--- config.mk ---
export PLATFORM = sky130hd
export DESIGN_NAME = lenet_stage_sequencer
export DESIGN_NICKNAME = d
export VERILOG_FILES = /design/src/rtl/lenet_seq_pkg.sv /design/src/rtl/lenet_stage_timer.sv /design/src/rtl/lenet_stage_sequencer.sv
export SDC_FILE = /design/constraint.sdc
export NUM_CORES = 1
export LEC_CHECK = 0
export CAP_MARGIN = 15
export CELL_PAD_IN_SITES_DETAIL_PLACEMENT = 0
export CELL_PAD_IN_SITES_GLOBAL_PLACEMENT = 1
export CORE_UTILIZATION = 43
export CTS_BUF_LIST = sky130_fd_sc_hd__clkbuf_4
export DETAILED_ROUTE_END_ITERATION = 7
export PLACE_DENSITY_LB_ADDON = 0.1
export SLEW_MARGIN = 30
export SYNTH_ARGS = -nofsm -noshare
export SYNTH_HDL_FRONTEND = slang
export SYNTH_SLANG_ARGS = --single-unit
export TNS_END_PERCENT = 10
--- constraint.sdc ---
create_clock -name clk -period 5.1 [get_ports clk]
set_input_delay 1.53 -clock clk [delete_from_list [all_inputs] [get_ports clk]]
set_output_delay 1.53 -clock clk [all_outputs]
set_load 0.01 [all_outputs]
--- src/rtl/lenet_seq_pkg.sv ---
// Shared state type and default budgets for the LeNet stage sequencer.
package lenet_seq_pkg;

  typedef enum logic [1:0] {
    IDLE,
    CONV,
    ANN,
    FIN
  } seq_state_t;

  localparam int CONV_CYCLES_DEF  = 122338;
  localparam int ANN_CYCLES_DEF   = 16384;
  localparam int RESULT_WIDTH_DEF = 4;

endpackage

--- src/rtl/lenet_stage_timer.sv ---
// Stage cycle counter: cleared on stage entry, counts while enabled, and
// flags the final cycle of whichever budget is currently loaded.
module lenet_stage_timer #(
  parameter int CNT_WIDTH = 18
) (
  input  logic                 clk,
  input  logic                 reset,
  input  logic                 clear,
  input  logic                 enable,
  input  logic [CNT_WIDTH-1:0] limit,
  output logic [CNT_WIDTH-1:0] cnt,
  output logic                 expire
);

  always_ff @(posedge clk or posedge reset) begin
    if (reset) begin
      cnt <= '0;
    end else if (clear) begin
      cnt <= '0;
    end else if (enable) begin
      cnt <= cnt + CNT_WIDTH'(1);
    end
  end

  assign expire = (cnt == limit - CNT_WIDTH'(1));

endmodule

--- src/rtl/lenet_stage_sequencer.sv ---
// Run controller sequencing the LeNet conv and ANN stages via their resets.
// Define LENET_SEQ_TIMEOUT_EN to build the sticky budget-expiry flag.
module lenet_stage_sequencer
  import lenet_seq_pkg::*;
#(
  parameter int CNT_WIDTH    = 18,
  parameter int CONV_CYCLES  = CONV_CYCLES_DEF,
  parameter int ANN_CYCLES   = ANN_CYCLES_DEF,
  parameter int RESULT_WIDTH = RESULT_WIDTH_DEF
) (
  input  logic                    clk,
  input  logic                    reset,
  input  logic                    start,
  input  logic                    abort,
  input  logic                    conv_done,
  input  logic                    ann_done,
  input  logic [RESULT_WIDTH-1:0] ann_result,
  output logic                    conv_reset,
  output logic                    ann_reset,
  output logic                    busy,
  output logic                    done,
  output logic [RESULT_WIDTH-1:0] result,
  output logic [CNT_WIDTH-1:0]    stage_cnt,
  output logic                    timeout
);

  seq_state_t           state, next_state;
  logic                 conv_reset_d, ann_reset_d, busy_d, done_d;
  logic                 timer_clear, timer_enable, expire;
  logic [CNT_WIDTH-1:0] limit;
  logic                 accept, ann_exit;

  assign limit    = (state == ANN) ? CNT_WIDTH'(ANN_CYCLES) : CNT_WIDTH'(CONV_CYCLES);
  assign accept   = (state == IDLE) && (next_state == CONV);
  assign ann_exit = (state == ANN) && (next_state == FIN);

  lenet_stage_timer #(
    .CNT_WIDTH(CNT_WIDTH)
  ) u_timer (
    .clk    (clk),
    .reset  (reset),
    .clear  (timer_clear),
    .enable (timer_enable),
    .limit  (limit),
    .cnt    (stage_cnt),
    .expire (expire)
  );

  always_ff @(posedge clk or posedge reset) begin
    if (reset) begin
      state      <= IDLE;
      conv_reset <= 1'b1;
      ann_reset  <= 1'b1;
      busy       <= 1'b0;
      done       <= 1'b0;
    end else begin
      state      <= next_state;
      conv_reset <= conv_reset_d;
      ann_reset  <= ann_reset_d;
      busy       <= busy_d;
      done       <= done_d;
    end
  end

  // Abort overrides stage completion; a done pulse and expiry on the same edge
  // still produce a single transition.
  always_comb begin
    next_state = state;
    if (abort && (state != IDLE)) begin
      next_state = IDLE;
    end else begin
      case (state)
        IDLE:    if (start) next_state = CONV;
        CONV:    if (conv_done || expire) next_state = ANN;
        ANN:     if (ann_done || expire) next_state = FIN;
        FIN:     next_state = IDLE;
        default: next_state = IDLE;
      endcase
    end
  end

  // conv_reset stays low through ANN and FIN so the CNN output stays stable.
  always_comb begin
    conv_reset_d = (next_state == IDLE);
    ann_reset_d  = (next_state == IDLE) || (next_state == CONV);
    busy_d       = (next_state == CONV) || (next_state == ANN);
    done_d       = (next_state == FIN);
    timer_clear  = (next_state != state) || (state == IDLE) || (state == FIN);
    timer_enable = (state == CONV) || (state == ANN);
  end

  always_ff @(posedge clk or posedge reset) begin
    if (reset) begin
      result <= '0;
    end else if (accept) begin
      result <= '0;
    end else if (ann_exit) begin
      result <= ann_result;
    end
  end

`ifdef LENET_SEQ_TIMEOUT_EN
  logic conv_exit;

  assign conv_exit = (state == CONV) && (next_state == ANN);

  always_ff @(posedge clk or posedge reset) begin
    if (reset) begin
      timeout <= 1'b0;
    end else if (accept) begin
      timeout <= 1'b0;
    end else if ((conv_exit && !conv_done) || (ann_exit && !ann_done)) begin
      timeout <= 1'b1;
    end
  end
`else
  assign timeout = 1'b0;
`endif

endmodule

==> impl_metrics.env <==
export IMPL_status="finished clean"
export IMPL_port_buffers=35
export IMPL_cp_top_family="compound AO/OA/AOI/OAI gates"
export IMPL_power_switching_uw=304
export IMPL_rows=22
export IMPL_io_pins=37
export IMPL_grt_max_degree=29
export IMPL_cts_buffers=3
export IMPL_setup_viol=0
export IMPL_cts_num_sinks=28
export IMPL_drt_iter0_drc=55
export IMPL_skew_ns=0.00181
export IMPL_track_usage_pct=19.3
export IMPL_htree_levels=1
export IMPL_p_sw_share_pct=39.0
export IMPL_pwr_density_cell_nw_per_um2=366
export IMPL_avgRoutedWirePerCell_um=14.9
export IMPL_syn_area_per_cell_um2=10.2
export IMPL_critPathSlowestCell="clkdlybuf4s50_1"
export IMPL_min_path_type="reg2reg"
export IMPL_ctsHoldBuffers=0
export IMPL_min_period_over_period_pct=64.1
export IMPL_synth_area_um2=1730
export IMPL_end_kind="register"
export IMPL_slew_violations=0
export IMPL_seq_area_um2=703
export IMPL_drive_gt1_share_pct=8.46
export IMPL_pwr_share_clk_pct=18.9
export IMPL_path_max_fanout=12
export IMPL_n_antenna_cell=0
export IMPL_ys_warn_count=0
export IMPL_final_cell_mix="35 x clkdlybuf4s50_1, 26 x dfrtp_1, 22 x nor4_1"
export IMPL_dp_cells=244
export IMPL_max_stage_delay_ns=0.45
export IMPL_pwr_share_seq_pct=35.7
export IMPL_root_buffer="clkbuf_4"
export IMPL_chipHeight_um=65.4
export IMPL_crit_path_start_kind="input pin"
export IMPL_setup_tns_ns=0
export IMPL_stdcell_count=249
export IMPL_nFillCells=346
export IMPL_fp_dieW_um=65.4
export IMPL_crit_arrival_ns=3.51
export IMPL_path_buf_inv=2
export IMPL_rr_startpoint="state[0]$_DFF_PP0_"
export IMPL_rsz0062_at_grt="false"
export IMPL_cp_required_ns=5.34
export IMPL_dpl_hpwl_mm=2.74
export IMPL_cp_cell_sequence="clkdlybuf4s50_1 -> o21bai_1 -> a211o_1 -> a211oi_1 -> o41ai_4 -> buf_6 -> nor4_1"
export IMPL_grt_pass1_vias=1354
export IMPL_syn_nets=189
export IMPL_gp_congestion=0.761
export IMPL_ys_seq_area_share_pct=40.7
export IMPL_multiInputGateArea_um2=926
export IMPL_grt_overflow_total=0
export IMPL_mostFrequentLayoutCell="clkdlybuf4s50_1"
export IMPL_synthCells=170
export IMPL_critical_path_class="in2reg"
export IMPL_final_nets=221
export IMPL_synthArstFlopShare_pct=100
export IMPL_vias_per_cell=5.69
export IMPL_synth_distinct_cells=48
export IMPL_grt_pass1_wl_mm=6.33
export IMPL_worstMarginPinSlew_ns=0.752
export IMPL_clockBufferDepth=2
export IMPL_clkTransAtPathRegs_ns=0.15
export IMPL_synth_edf_count=0
export IMPL_ctsResizeCount=0
export IMPL_via_count=1417
export IMPL_slew_headroom_pct=49.9
export IMPL_p_leak_nw=0.845
export IMPL_syn2layout_area_growth_pct=23.2
export IMPL_max_vdd_ir_drop_mv=0.154
export IMPL_cts_tree="done"
export IMPL_power_frac_comb_pct=45.4
export IMPL_min_from="result[1]$_DFFE_PP0P_"
export IMPL_ant_nets=0
export IMPL_core_um2=3740
export IMPL_startpoint="abort"
export IMPL_firstDrtPassIters=4
export IMPL_start_util_pct=46.2
export IMPL_drc=0
export IMPL_design_die_area_um2=4280
export IMPL_post_cts_setup_buffers=0
export IMPL_wl_mm=3.72
export IMPL_ys_flop_type="dfrtp_1"
export IMPL_p_int_uw=475
export IMPL_finalHoldViolCount=0
export IMPL_drv_cap=0
export IMPL_post_route_min_period_ns=3.27
export IMPL_fmax_mhz=306
export IMPL_clock_latency_ns=0.34
export IMPL_synth_seq_cells=28
export IMPL_antenna_found_initial=0
-- synth_stat cells, drive strengths merged, types with 2 or more instances --
master	n	area (um2)
dfrtp	26	651
nor4	22	138
nand2	10	37.5
nor2	10	37.5
xnor2	10	87.6
ha	9	113
buf	7	65.1
inv	7	26.3
xor2	7	61.3
mux2i	5	50.1
nand4	5	37.5
a21oi	4	20.0
nand2b	4	32.5
nand3	4	20.0
nor3	4	20.0
or4	4	35.0
a211oi	2	20.0
and2b	2	15.0
clkbuf	2	7.51
dfstp	2	52.6
o211ai	2	15.0
or2	2	12.5
or3	2	12.5
-- metrics by stage --
step	util, %	cell area (um2)	hold slack, ns	setup WS (ns)	total power [mW]
2_1_floorplan	-	1730	0.587	2.14	0.555
6_report	56.9	2130	0.582	1.83	0.779
3_5_place_dp	55.2	2070	0.560	1.49	0.619
3_3_place_gp	55.2	2070	0.539	1.53	0.615
5_1_grt	56.9	2130	0.638	1.58	0.837
4_1_cts	56.6	2120	0.594	1.86	0.768
-- layout make-up --
type / instances / share of cell area, %
clock buffer: 3 / 1.06
clock inverter: 1 / 1.41
inverter: 7 / 1.23
multi-input combinational: 126 / 43.5
sequential: 28 / 33.0
tap: 48 / 2.82
timing repair buffer: 36 / 17.0
-- cells by family after synthesis --
group	after synthesis	share of synthesized area, %
xor+xnor	17	8.62
fa+ha+maj	9	6.52
simple gates	76	26.1
flops	28	40.7
compound gates	18	9.27
buf+inv	16	5.72
other cells	1	0.217
mux	5	2.90
-- registers in the layout, summed over array words and instances, names as in the netlist --
| register | count |
|---|---|
| result | 4 |
| ann_reset | 1 |
| busy | 1 |
| state | 2 |
| conv_reset | 1 |
| u_timer.cnt | 18 |
| done | 1 |
-- worst min-delay path: cells and delay by family, from the launching register on --
family,cells,cell delay (ns)
AO/OA/AOI/OAI,1,0.11
flip-flops,1,0.37
multiplexers,1,0.07
-- power by group through the flow --
stage	Sequential [mW]	Clock (mW)	Combinational, mW
after floorplan	0.280	0	0.275
after global placement	0.283	0	0.333
after detailed placement	0.283	0	0.337
after CTS	0.278	0.152	0.339
after global routing	0.284	0.162	0.391
final	0.278	0.147	0.353
-- metal layers --
metal	global-route usage, %	vias up	part of all wire, %
met3	2.43	5	3.8
met1	24.0	693	45
li1	-	690	-
met5	0	-	0
met4	6.52	0	1.6
met2	34.3	29	50
-- worst paths after layout --
kind / end / slack, ns / cells after the start
setup / recovery: u_timer.cnt[14]$_DFFE_PP0P_ / 1.83 / 7
hold / removal: result[1]$_DFFE_PP0P_ / 0.58 / 2
setup reg to reg: result[3]$_DFFE_PP0P_ / 1.86 / 11
hold reg to reg: result[1]$_DFFE_PP0P_ / 0.58 / 2
max in group asynchronous: conv_reset$_DFF_PP1_ / 3.19 / 2
min in group asynchronous: result[2]$_DFFE_PP0P_ / 1.54 / 2
Note: power is estimated with default switching activity, not from simulation.
